$ cat config.mk
export PLATFORM = sky130hd
export DESIGN_NAME = core_link_tx
export DESIGN_NICKNAME = d
export VERILOG_FILES = /design/src/rtl/core_link_tx.sv
export SDC_FILE = /design/constraint.sdc
export NUM_CORES = 1
export LEC_CHECK = 0
export BUFFER_PORTS_ARGS = -buffer_cell sky130_fd_sc_hd__buf_2
export CAP_MARGIN = 20
export CORE_MARGIN = 2
export CORE_UTILIZATION = 35
export DETAILED_ROUTE_END_ITERATION = 10
export GPL_ROUTABILITY_DRIVEN = 0
export PLACE_DENSITY = 0.55
export SLEW_MARGIN = 20
export SYNTH_ARGS = -nofsm -noshare
export SYNTH_HDL_FRONTEND = slang
export SYNTH_SLANG_ARGS = --single-unit
$ cat constraint.sdc
create_clock -name clk -period 2.5 [get_ports clk]
set_clock_uncertainty 0.2 [all_clocks]
set_input_delay 0 -clock clk [delete_from_list [all_inputs] [get_ports clk]]
set_output_delay 0 -clock clk [all_outputs]
set_load 0.005 [all_outputs]
$ cat src/rtl/core_link_tx.sv
// Link transmitter: buffers producer words in a small FIFO and emits each as a
// one-cycle fill pulse spaced by a mask gap. Optional macro: CORE_LINK_TX_SENT_CNT_EN.
module core_link_tx #(
  parameter int data_size      = 8,
  parameter int fifo_depth     = 4,
  parameter int mask_cnt_delay = 1
) (
  input  logic                        clk,
  input  logic                        rst_n,
  input  logic                        s_valid,
  output logic                        s_ready,
  input  logic [data_size-1:0]        s_data,
  input  logic                        hold_i,
  output logic                        fill_o,
  output logic                        empty_o,
  output logic [data_size-1:0]        data_o,
  output logic [$clog2(fifo_depth):0] level_o
`ifdef CORE_LINK_TX_SENT_CNT_EN
  ,
  output logic [15:0]                 sent_cnt_o
`endif
);

  localparam int AW = $clog2(fifo_depth);
  localparam int LW = AW + 1;
  localparam int CW = (mask_cnt_delay == 0) ? 1 : $clog2(mask_cnt_delay + 1);
  localparam logic [CW-1:0] MASK_LOAD = (mask_cnt_delay == 0) ? '0 : CW'(mask_cnt_delay - 1);
  localparam logic [LW-1:0] FULL_LEVEL = LW'(fifo_depth);

  typedef enum logic [1:0] {
    IDLE = 2'd0,
    SEND = 2'd1,
    MASK = 2'd2
  } state_t;

  state_t               r_state;
  state_t               w_stateNext;
  logic [CW-1:0]        r_maskCnt;
  logic [CW-1:0]        w_maskNext;
  logic [AW-1:0]        r_wrPtr;
  logic [AW-1:0]        r_rdPtr;
  logic [LW-1:0]        r_level;
  logic [data_size-1:0] r_data;
  logic [data_size-1:0] r_mem [fifo_depth];
  logic                 w_push;
  logic                 w_launch;
  logic                 w_canLaunch;

  assign s_ready     = (r_level != FULL_LEVEL);
  assign w_push      = s_valid && s_ready;
  assign w_canLaunch = (r_level != '0) && !hold_i;
  assign fill_o      = (r_state == SEND);
  assign empty_o     = (r_level == '0) && (r_state != SEND);
  assign data_o      = r_data;
  assign level_o     = r_level;

  // Every exit from IDLE, SEND (zero gap) and an expired MASK shares one launch decision
  always_comb begin
    w_stateNext = r_state;
    w_maskNext  = r_maskCnt;
    w_launch    = 1'b0;
    case (r_state)
      IDLE: begin
        if (w_canLaunch) begin
          w_launch    = 1'b1;
          w_stateNext = SEND;
        end
      end
      SEND: begin
        if (mask_cnt_delay == 0) begin
          if (w_canLaunch) begin
            w_launch    = 1'b1;
            w_stateNext = SEND;
          end else begin
            w_stateNext = IDLE;
          end
        end else begin
          w_stateNext = MASK;
          w_maskNext  = MASK_LOAD;
        end
      end
      MASK: begin
        if (r_maskCnt == '0) begin
          if (w_canLaunch) begin
            w_launch    = 1'b1;
            w_stateNext = SEND;
          end else begin
            w_stateNext = IDLE;
          end
        end else begin
          w_maskNext = r_maskCnt - CW'(1);
        end
      end
      default: w_stateNext = IDLE;
    endcase
  end

  always_ff @(posedge clk) begin
    if (!rst_n) begin
      r_state   <= IDLE;
      r_maskCnt <= '0;
      r_wrPtr   <= '0;
      r_rdPtr   <= '0;
      r_level   <= '0;
      r_data    <= '0;
    end else begin
      r_state   <= w_stateNext;
      r_maskCnt <= w_maskNext;
      if (w_push) begin
        r_wrPtr <= r_wrPtr + AW'(1);
      end
      if (w_launch) begin
        r_rdPtr <= r_rdPtr + AW'(1);
        r_data  <= r_mem[r_rdPtr];
      end
      case ({w_push, w_launch})
        2'b10:   r_level <= r_level + LW'(1);
        2'b01:   r_level <= r_level - LW'(1);
        default: r_level <= r_level;
      endcase
    end
  end

  // Storage needs no reset; the pointers and level define which entries are live
  always_ff @(posedge clk) begin
    if (w_push) begin
      r_mem[r_wrPtr] <= s_data;
    end
  end

`ifdef CORE_LINK_TX_SENT_CNT_EN
  logic [15:0] r_sentCnt;

  always_ff @(posedge clk) begin
    if (!rst_n) begin
      r_sentCnt <= '0;
    end else if (r_state == SEND) begin
      r_sentCnt <= r_sentCnt + 16'd1;
    end
  end

  assign sent_cnt_o = r_sentCnt;
`endif

endmodule

==> results of run 1 <==
[layout make-up]
class	count	area [µm²]	area share (%)
clock buffers	5	68.8	2.87
clock inverters	3	41.3	1.72
inverters	6	22.5	0.939
multi-input cells	64	612	25.5
flip-flops and latches	49	1300	54.3
well taps	72	90.1	3.76
repair buffers	39	260	10.9
[metal layers]
layer / vias up / share of wire [%]
li1: 548 / -
met1: 536 / 45
met2: 27 / 49
met3: 4 / 5.4
met4: 0 / 1.2
met5: - / 0
[logic make-up (layout without fill, tap and decap cells)]
family          count (synthesis)  after routing  share of synthesized area (%)
fa+ha+maj                       6              6                           4.20
simple gates                   30             30                           9.48
xor+xnor                        2              2                          0.891
buf+inv                        11             53                           2.99
flops                          49             49                           66.2
mux                             9              9                           9.86
compound gates                 17             17                           6.42
[final timing paths]
path              startpoint          end  slack (ns)  cells past startpoint
setup / recovery  level_o[0]   level_o[2]        0.13                      8
hold / removal     s_data[3]  r_mem[3][3]        0.25                      2
setup reg to reg  level_o[0]   level_o[2]        0.13                      8
hold reg to reg    data_o[4]    data_o[4]        0.26                      2
[per-stage QoR]
| stage | total power [mW] | area (µm²) | TNS (ns) | hold WS [ns] | std cells |
|---|---|---|---|---|---|
| 3_5_place_dp | 1.66 | 2160 | 0 | 0.0196 | 218 |
| 2_1_floorplan | 1.47 | 1970 | 0 | -0.101 | 124 |
| 5_1_grt | 2.33 | 2400 | -0.000338 | 0.254 | 238 |
| 3_3_place_gp | 1.62 | 2160 | 0 | 0.00989 | 218 |
| 4_1_cts | 2.21 | 2390 | 0 | 0.248 | 238 |
| 6_report | 2.19 | 2400 | 0 | 0.253 | 238 |
[worst max-delay path: cells and delay by family (launching register included)]
family                     cells  cell delay (ns)
AOI/OAI and AO/OA              1             0.14
xor gates and xnor gates       1             0.15
adders and majority gates      2             0.57
buffers and inverters          1             0.06
DFF                            1             0.37
and+or+nand+nor                3             0.82
[cell usage in the layout, fill, tap and decap left out, types with 2 or more instances in the layout]
cell type and instances:
a21o_1 2, inv_1 5, buf_2 25, nand3_1 2, xor2_1 2, buf_4 2
nor2b_1 2, and3_2 4, edfxtp_1 32, ha_1 4, dlygate4sd3_1 12, clkbuf_8 5
dfxtp_1 16, nor3_2 2, mux4_2 7, a21oi_1 4, nor2_1 3, o2bb2ai_1 8
nand2_1 10
[state kept, by name (all words and copies together), names as in the netlist]
register / flops
r_state: 2
r_wrPtr: 2
r_rdPtr: 2
r_mem: 32
level_o: 3
data_o: 8
[where the power goes]
part	internal [mW]	total [mW]	leakage, nW	switching (mW)
Combinational	0.293	0.565	0.382	0.272
Clock	0.294	0.542	0.0518	0.247
Sequential	0.984	1.08	0.433	0.100
Total	1.57	2.19	0.867	0.620
[what timing repair did]
item | CTS | global route
endpoints found under the setup margin | 0 | 1
hold endpoints to repair | 49 | 0
gates resized for setup | 0 | 3
hold buffers | 12 | 0
==> out/qor.csv, run 1 <==
stage;metric;value;unit
floorplanning;Die H;79.0;µm
finish;final core occ;43.8;%
setup_path;worst path required time;2.53;ns
synth;EDFF count, synth;32;
detailed_routing;ANT nets after route;0;
power;Pwr Density;914;nW/µm²
setup_path;slowest stage delay, CP;0.41;ns
floorplanning;die span in x;79.0;µm
synth;Synth Flop Type;edfxtp_1;
finish;area delta synth->final;21.9;%
synth;synthesized cell area;1970;µm²
detailed_routing;final wirelength;3290;µm
cts;H-tree levels;2;
worst_hold_path;Tightest Hold Check Type;input port to flip-flop;
synth;register bit total from synthesis;49;
cts;worst skew pair latency;0.29;ns
timing;Slew @ Worst Pin;0.610;ns
detailed_routing;initial drt markers;76;
finish;number of diodes;0;
setup_path;Crit path arrival time;2.40;ns
synth;most instantiated library cell after synthesis;edfxtp_1;
synth;Synth Instances;124;
synth;syn_nets;142;
grt;Tot GR Track Use;11.5;%
timing;PnR worst setup slack;0.125;ns
status;status;complete, no violations;
grt;antenna violations before repair;0;
placed_design;IO buf count;25;
grt;number of global-route vias before repair;1161;
grt;Global Route met3 Usage;3.75;%
timing;final period utilization;95.0;%
floorplanning;Initial Utilization;35.9;%
detailed_routing;Post-route DRC;0;
timing;min Tclk post-route;2.37;ns
setup_path;CP Max Fanout;5;
timing;Final Hold Viols;0;
cts;Inserted Clock Buffers;5;
power;maximum VDD drop;0.295;mV
finish;ratio of cells with drive above 1 in the final layout;31.9;%
synth;Yosys top cell by area;edfxtp_1;
timing;Setup violations, final;0;
detailed_routing;via/cell ratio;4.68;
synth;Async S/R FF share, synth;0;%
synth;Synth top cells by count;edfxtp_1, dfxtp_1, nand2_1;
floorplanning;Die ar.;6240;µm²
grt;GRT Max-Usage Layer;met2;
synth;post-synth top area share;48.9;%
cts;Clock Tree Root;clkbuf_8;
setup_path;worst setup path class;flip-flop to flip-flop;
floorplanning;Rows;27;
timing;Max Freq;0.421;GHz
synth;Yosys Warn Count;0;
detailed_routing;via count;1115;
synth;Synth area leaders;edfxtp_1, dfxtp_1, mux4_2;
grt;met2 usage;18.7;%
placed_design;DP Worst Slack;0.147;ns
placed_design;DP HPWL;2330;µm
power;Pleak;0.867;nW
cts;Clock transition at path regs;0.09;ns
grt;first-pass GRT wire length;5400;µm
timing;relative slew slack;59.3;%
flow_run;max-cap violations;0;
cts;CTS tree;built;
setup_path;Critical Path, Cell by Cell;or3b_4 > nand2_1 > ha_2 > inv_1 > fa_1 > xor2_1 > or3_1 > a21oi_1;
finish;Fillers;525;
detailed_routing;first-pass detailed-route iteration total;4;
floorplanning;Top Ports;26;
synth;Cell variety after synth;33;
timing;max-slew violation count;0;
synth;syn_area_per_cell;15.9;µm²
finish;Post-layout nets;183;
cts;Post-CTS Setup Inserts;0;
setup_path;endpoint type of the worst setup path;flip-flop;
synth;share of the yosys chip area belonging to registers;66.2;%
grt;largest net degree at the start of global routing;16;
floorplanning;Core ar.;5470;µm²
cts;clk buf depth;2;
grt;grt total ovfl;0;
setup_path;CP max-delay cell;or3b_4;
setup_path;critical path startpoint category;flip-flop;
detailed_routing;wire per inst;13.8;µm
grt;grt met1 use;14.4;%
cts;Clock Sinks;49;
(Power assumes the default switching activity.)
==> run 2, diff against run 1 <==
--- a/config.mk
+++ b/config.mk
@@ -7,11 +7,11 @@
 export LEC_CHECK = 0
 export BUFFER_PORTS_ARGS = -buffer_cell sky130_fd_sc_hd__buf_2
 export CAP_MARGIN = 20
-export CORE_MARGIN = 2
-export CORE_UTILIZATION = 35
+export CORE_MARGIN = 5
+export CORE_UTILIZATION = 37
 export DETAILED_ROUTE_END_ITERATION = 10
 export GPL_ROUTABILITY_DRIVEN = 0
-export PLACE_DENSITY = 0.55
+export PLACE_DENSITY = 0.57
 export SLEW_MARGIN = 20
 export SYNTH_ARGS = -nofsm -noshare
 export SYNTH_HDL_FRONTEND = slang
==> out/qor.csv, run 2 (synthesized netlist as in run 1, its figures left out) <==
stage;metric;value;unit
cts;Clock Sinks;49;
detailed_routing;via count;1119;
detailed_routing;Post-route DRC;0;
grt;largest net degree at the start of global routing;15;
timing;Final Hold Viols;0;
power;Logic pwr share;27.0;%
floorplanning;Top Ports;26;
detailed_routing;initial drt markers;53;
timing;max-slew violation count;0;
finish;most common cell after layout, fill and taps aside;edfxtp_1;
setup_path;Critical Path, Cell by Cell;or3b_1 > nand2_1 > ha_1 > inv_1 > fa_1 > xor2_1 > or3_1 > a21oi_1;
setup_path;CP top delay family;simple AND/OR/NAND/NOR gates;
timing;Setup violations, final;0;
timing;final period utilization;94.4;%
floorplanning;Core ar.;5140;µm²
finish;most frequent cells in the layout;edfxtp_1, buf_2, dfxtp_1, dlygate4sd3_1, nand2_1;
setup_path;Crit path arrival time;2.39;ns
grt;Tot GR Track Use;10.6;%
grt;number of global-route vias before repair;1137;
cts;Resize count post-CTS;0;
worst_hold_path;Tightest Hold Check Type;input port to flip-flop;
floorplanning;Initial Utilization;38.3;%
floorplanning;die span in x;82.9;µm
finish;largest register by flop count;r_mem;
finish;Largest register FFs;32;
setup_path;R2R Setup Slk;0.14;ns
finish;number of diodes;0;
power;switch share;29.7;%
worst_hold_path;Hold Crit Start;s_data[3];
setup_path;CP max-delay cell;or3b_1;
setup_path;slowest stage delay, CP;0.42;ns
worst_hold_path;end of the worst hold path;r_mem[3][3];
status;status;complete, no violations;
cts;H-tree levels;2;
timing;RSZ-0062 raised after global routing;false;
finish;Fillers;504;
power;Pleak;0.853;nW
power;Flop pwr share;52.2;%
power;Pint;1.46;mW
timing;Max Freq;0.424;GHz
setup_path;worst path required time;2.53;ns
floorplanning;Rows;26;
cts;Post-CTS Setup Inserts;0;
cts;Clock transition at path regs;0.08;ns
power;Clock Power Share;20.8;%
power;Pwr Density;882;nW/µm²
cts;clk buf depth;2;
placed_design;DP HPWL;2470;µm
setup_path;critical path startpoint category;flip-flop;
grt;first-pass GRT wire length;5670;µm
cts;CTS tree;built;
setup_path;endpoint type of the worst setup path;flip-flop;
grt;antenna violations before repair;0;
setup_path;Worst Path Buf+Inv;1;
timing;total negative slack;0;ns
setup_path;CP Max Fanout;5;
finish;ratio of cells with drive above 1 in the final layout;28.9;%
timing;relative slew slack;57.7;%
floorplanning;Die H;82.9;µm
flow_run;max-cap violations;0;
finish;Post-layout nets;183;
detailed_routing;final wirelength;3430;µm
setup_path;critical path launch point;level_o[0];
finish;area delta synth->final;19.9;%
power;Psw;0.618;mW
placed_design;IO buf count;25;
grt;grt total ovfl;0;
timing;min Tclk post-route;2.36;ns
setup_path;R2R cell count;8;
setup_path;Reg-to-Reg Start;level_o[0];
worst_hold_path;worst hold path stage count;2;
detailed_routing;wire per inst;14.5;µm
cts;Inserted Clock Buffers;5;
setup_path;worst setup path class;flip-flop to flip-flop;
detailed_routing;first-pass detailed-route iteration total;4;
floorplanning;Die ar.;6870;µm²
setup_path;Reg-to-Reg End;level_o[2];
detailed_routing;via/cell ratio;4.74;
detailed_routing;ANT nets after route;0;
power;maximum VDD drop;0.385;mV
cts;worst skew pair latency;0.30;ns
timing;Slew @ Worst Pin;0.633;ns
cts;Clock Tree Root;clkbuf_8;
power;Design Power;2.08;mW
## run 2: worst reg2reg max path, stage by stage (launching register included)
cell and delay, ns:
dfxtp_1 0.36, or3b_1 0.42, nand2_1 0.09, ha_1 0.18, inv_1 0.06, fa_1 0.37
xor2_1 0.16, or3_1 0.31, a21oi_1 0.16
## run 2: per-layer routing
metal / track usage [%] / routed length (µm) / vias up
met4: 5.79 / 89 / 0
met3: 2.67 / 121 / 8
li1: - / - / 548
met1: 13.1 / 1550 / 541
met2: 17.0 / 1680 / 22
met5: 0 / 0 / -
## run 2: power groups by stage
stage,clock network [mW],registers [mW],logic [mW]
final,0.434,1.09,0.562
after global routing,0.474,1.11,0.632
after CTS,0.448,1.09,0.576
after detailed placement,0,1.11,0.558
after global placement,0,1.10,0.531
after floorplan,0,1.07,0.403
## run 2: worst max-delay path by stage
stage,to,cells past startpoint
4_1_cts,level_o[2],8
5_1_grt,level_o[2],8
2_1_floorplan,level_o[2],9
3_3_place_gp,level_o[2],8
6_report,level_o[2],8
3_5_place_dp,level_o[2],8
## run 2: final cells by class
type	instances	area, µm²	share of cell area (%)
Timing Repair Buffer	39	260	11.0
Multi-Input combinational cell	64	607	25.7
Inverter	6	22.5	0.955
Clock inverter	1	3.75	0.159
Sequential cell	49	1300	55.2
Tap cell	70	87.6	3.71
Clock buffer	7	76.3	3.24
## run 2: per-stage QoR
stage	worst slack [ns]	hold WS (ns)	util [%]	std cells	instance area, µm²
finish	0.139	0.247	45.9	236	2360
global route	0.00778	0.255	45.9	236	2360
CTS	0.129	0.234	45.9	236	2360
detailed placement	0.154	0.0198	42.0	216	2160
global placement	0.261	0.00758	42.0	216	2160
floorplan	0.146	-0.101	-	124	1970
## run 2: timing repair
| item | CTS | global route |
|---|---|---|
| endpoints found under the setup margin | 0 | 0 |
| endpoints found under the hold margin | 49 | 0 |
| hold buffers | 12 | 0 |
==> run 3, diff against run 2 <==
--- a/config.mk
+++ b/config.mk
@@ -12,6 +12,7 @@
 export DETAILED_ROUTE_END_ITERATION = 10
 export GPL_ROUTABILITY_DRIVEN = 0
 export PLACE_DENSITY = 0.57
+export RECOVER_POWER = 25
 export SLEW_MARGIN = 20
 export SYNTH_ARGS = -nofsm -noshare
 export SYNTH_HDL_FRONTEND = slang
==> out/qor.csv, run 3 (synthesized netlist as in run 1, its figures left out) <==
stage;metric;value;unit
cts;Clock Sinks;49;
grt;antenna violations before repair;0;
finish;area delta synth->final;19.5;%
timing;total negative slack;0;ns
power;Pwr Density;885;nW/µm²
timing;min Tclk post-route;2.36;ns
cts;Inserted Clock Buffers;5;
detailed_routing;ANT nets after route;0;
finish;largest register by flop count;r_mem;
placed_design;placed insts;216;
cts;Clock transition at path regs;0.08;ns
floorplanning;Die ar.;6870;µm²
timing;PnR worst setup slack;0.139;ns
power;Clock Power Share;20.8;%
setup_path;endpoint type of the worst setup path;flip-flop;
power;Flop pwr share;52.2;%
timing;max-slew violation count;0;
floorplanning;Top Ports;26;
timing;final period utilization;94.4;%
power;switch share;29.7;%
finish;post-route insts no fill;236;
cts;worst skew pair latency;0.30;ns
status;status;complete, no violations;
grt;first-pass GRT wire length;5670;µm
detailed_routing;Post-route DRC;0;
detailed_routing;wire per inst;14.6;µm
detailed_routing;first-pass detailed-route iteration total;4;
setup_path;worst path required time;2.52;ns
grt;largest net degree at the start of global routing;15;
placed_design;IO buf count;25;
timing;Max Freq;0.424;GHz
power;maximum VDD drop;0.384;mV
setup_path;critical path startpoint category;flip-flop;
finish;Fillers;509;
grt;number of global-route vias before repair;1137;
floorplanning;die span in x;82.9;µm
detailed_routing;final wirelength;3440;µm
detailed_routing;via count;1125;
power;Psw;0.619;mW
finish;Largest register FFs;32;
placed_design;DP HPWL;2470;µm
floorplanning;Core ar.;5140;µm²
timing;Setup violations, final;0;
setup_path;CP Max Fanout;5;
cts;H-tree levels;2;
setup_path;Reg-to-Reg Start;level_o[0];
finish;ratio of cells with drive above 1 in the final layout;25.3;%
floorplanning;Initial Utilization;38.3;%
power;Design Power;2.08;mW
timing;Final Hold Viols;0;
cts;Post-CTS Setup Inserts;0;
timing;Slew @ Worst Pin;0.632;ns
worst_hold_path;Hold Crit Start;data_o[1];
detailed_routing;via/cell ratio;4.77;
power;Pint;1.46;mW
floorplanning;Rows;26;
flow_run;max-cap violations;0;
detailed_routing;initial drt markers;51;
cts;clk buf depth;2;
finish;number of diodes;0;
finish;most common cell after layout, fill and taps aside;edfxtp_1;
setup_path;Crit path arrival time;2.38;ns
floorplanning;Die H;82.9;µm
finish;most frequent cells in the layout;edfxtp_1, buf_2, dfxtp_1, dlygate4sd3_1, nand2_1;
cts;Clock Tree Root;clkbuf_8;
timing;relative slew slack;57.8;%
worst_hold_path;end of the worst hold path;data_o[1];
placed_design;DP Worst Slack;0.154;ns
power;Logic pwr share;27.0;%
finish;Post-layout nets;183;
grt;grt total ovfl;0;
worst_hold_path;Tightest Hold Check Type;flip-flop to flip-flop;
setup_path;worst setup path class;flip-flop to flip-flop;
timing;RSZ-0062 raised after global routing;false;
setup_path;R2R cell count;8;
setup_path;Reg-to-Reg End;level_o[2];
grt;Tot GR Track Use;10.6;%
power;Pleak;0.836;nW
setup_path;R2R Setup Slk;0.14;ns
cts;CTS tree;built;
worst_hold_path;worst hold path stage count;2;
-- run 3: cell count changes in the layout (fill, tap and decap cells not counted) --
cell      delta
clkbuf_1     +6
buf_2        -6
-- run 3: critical path: stages, from the launching register on --
cell and delay (ns):
dfxtp_1 0.36, or3b_1 0.42, nand2_1 0.09, ha_1 0.18
inv_1 0.06, fa_1 0.37, xor2_1 0.16, or3_1 0.31
a21oi_1 0.16
-- run 3: timing repair --
item                      in CTS  in global routing
resized for setup              0                  0
hold buffers                  12                  0
hold endpoints to repair      49                  0
-- run 3: how the worst max path moves through the flow --
stage,from,endpoint
4_1_cts,level_o[0],level_o[2]
6_report,level_o[0],level_o[2]
5_1_grt,level_o[0],level_o[2]
3_5_place_dp,level_o[0],level_o[2]
2_1_floorplan,level_o[2],level_o[2]
3_3_place_gp,level_o[2],level_o[2]
-- run 3: power groups by stage --
stage | clock (mW) | sequential (mW) | combinational, mW
2_1_floorplan | 0 | 1.07 | 0.403
3_3_place_gp | 0 | 1.10 | 0.531
3_5_place_dp | 0 | 1.11 | 0.558
4_1_cts | 0.448 | 1.09 | 0.576
5_1_grt | 0.474 | 1.11 | 0.631
6_report | 0.433 | 1.09 | 0.562
-- run 3: per-layer routing --
layer	global-route usage, %	up-vias	routed length, µm
met5	0	-	0
met4	5.79	0	89
met3	2.67	8	133
met2	17.0	24	1680
met1	13.1	545	1540
li1	-	548	-
-- run 3: layout make-up --
type                       count  area [µm²]  share of cell area [%]
tap                           70        87.6                    3.73
timing repair buffer          39         253                    10.8
inverter                       6        22.5                   0.958
multi-input combinational     64         607                    25.8
clock inverter                 1        3.75                   0.160
sequential                    49        1300                    55.3
clock buffer                   7        76.3                    3.25
-- run 3: metrics by stage --
step / cell area, µm² / util, % / hold slack (ns)
floorplan: 1970 / - / -0.101
CTS: 2360 / 45.9 / 0.234
global placement: 2160 / 42.0 / 0.00758
global route: 2350 / 45.7 / 0.275
finish: 2350 / 45.7 / 0.259
detailed placement: 2160 / 42.0 / 0.0198
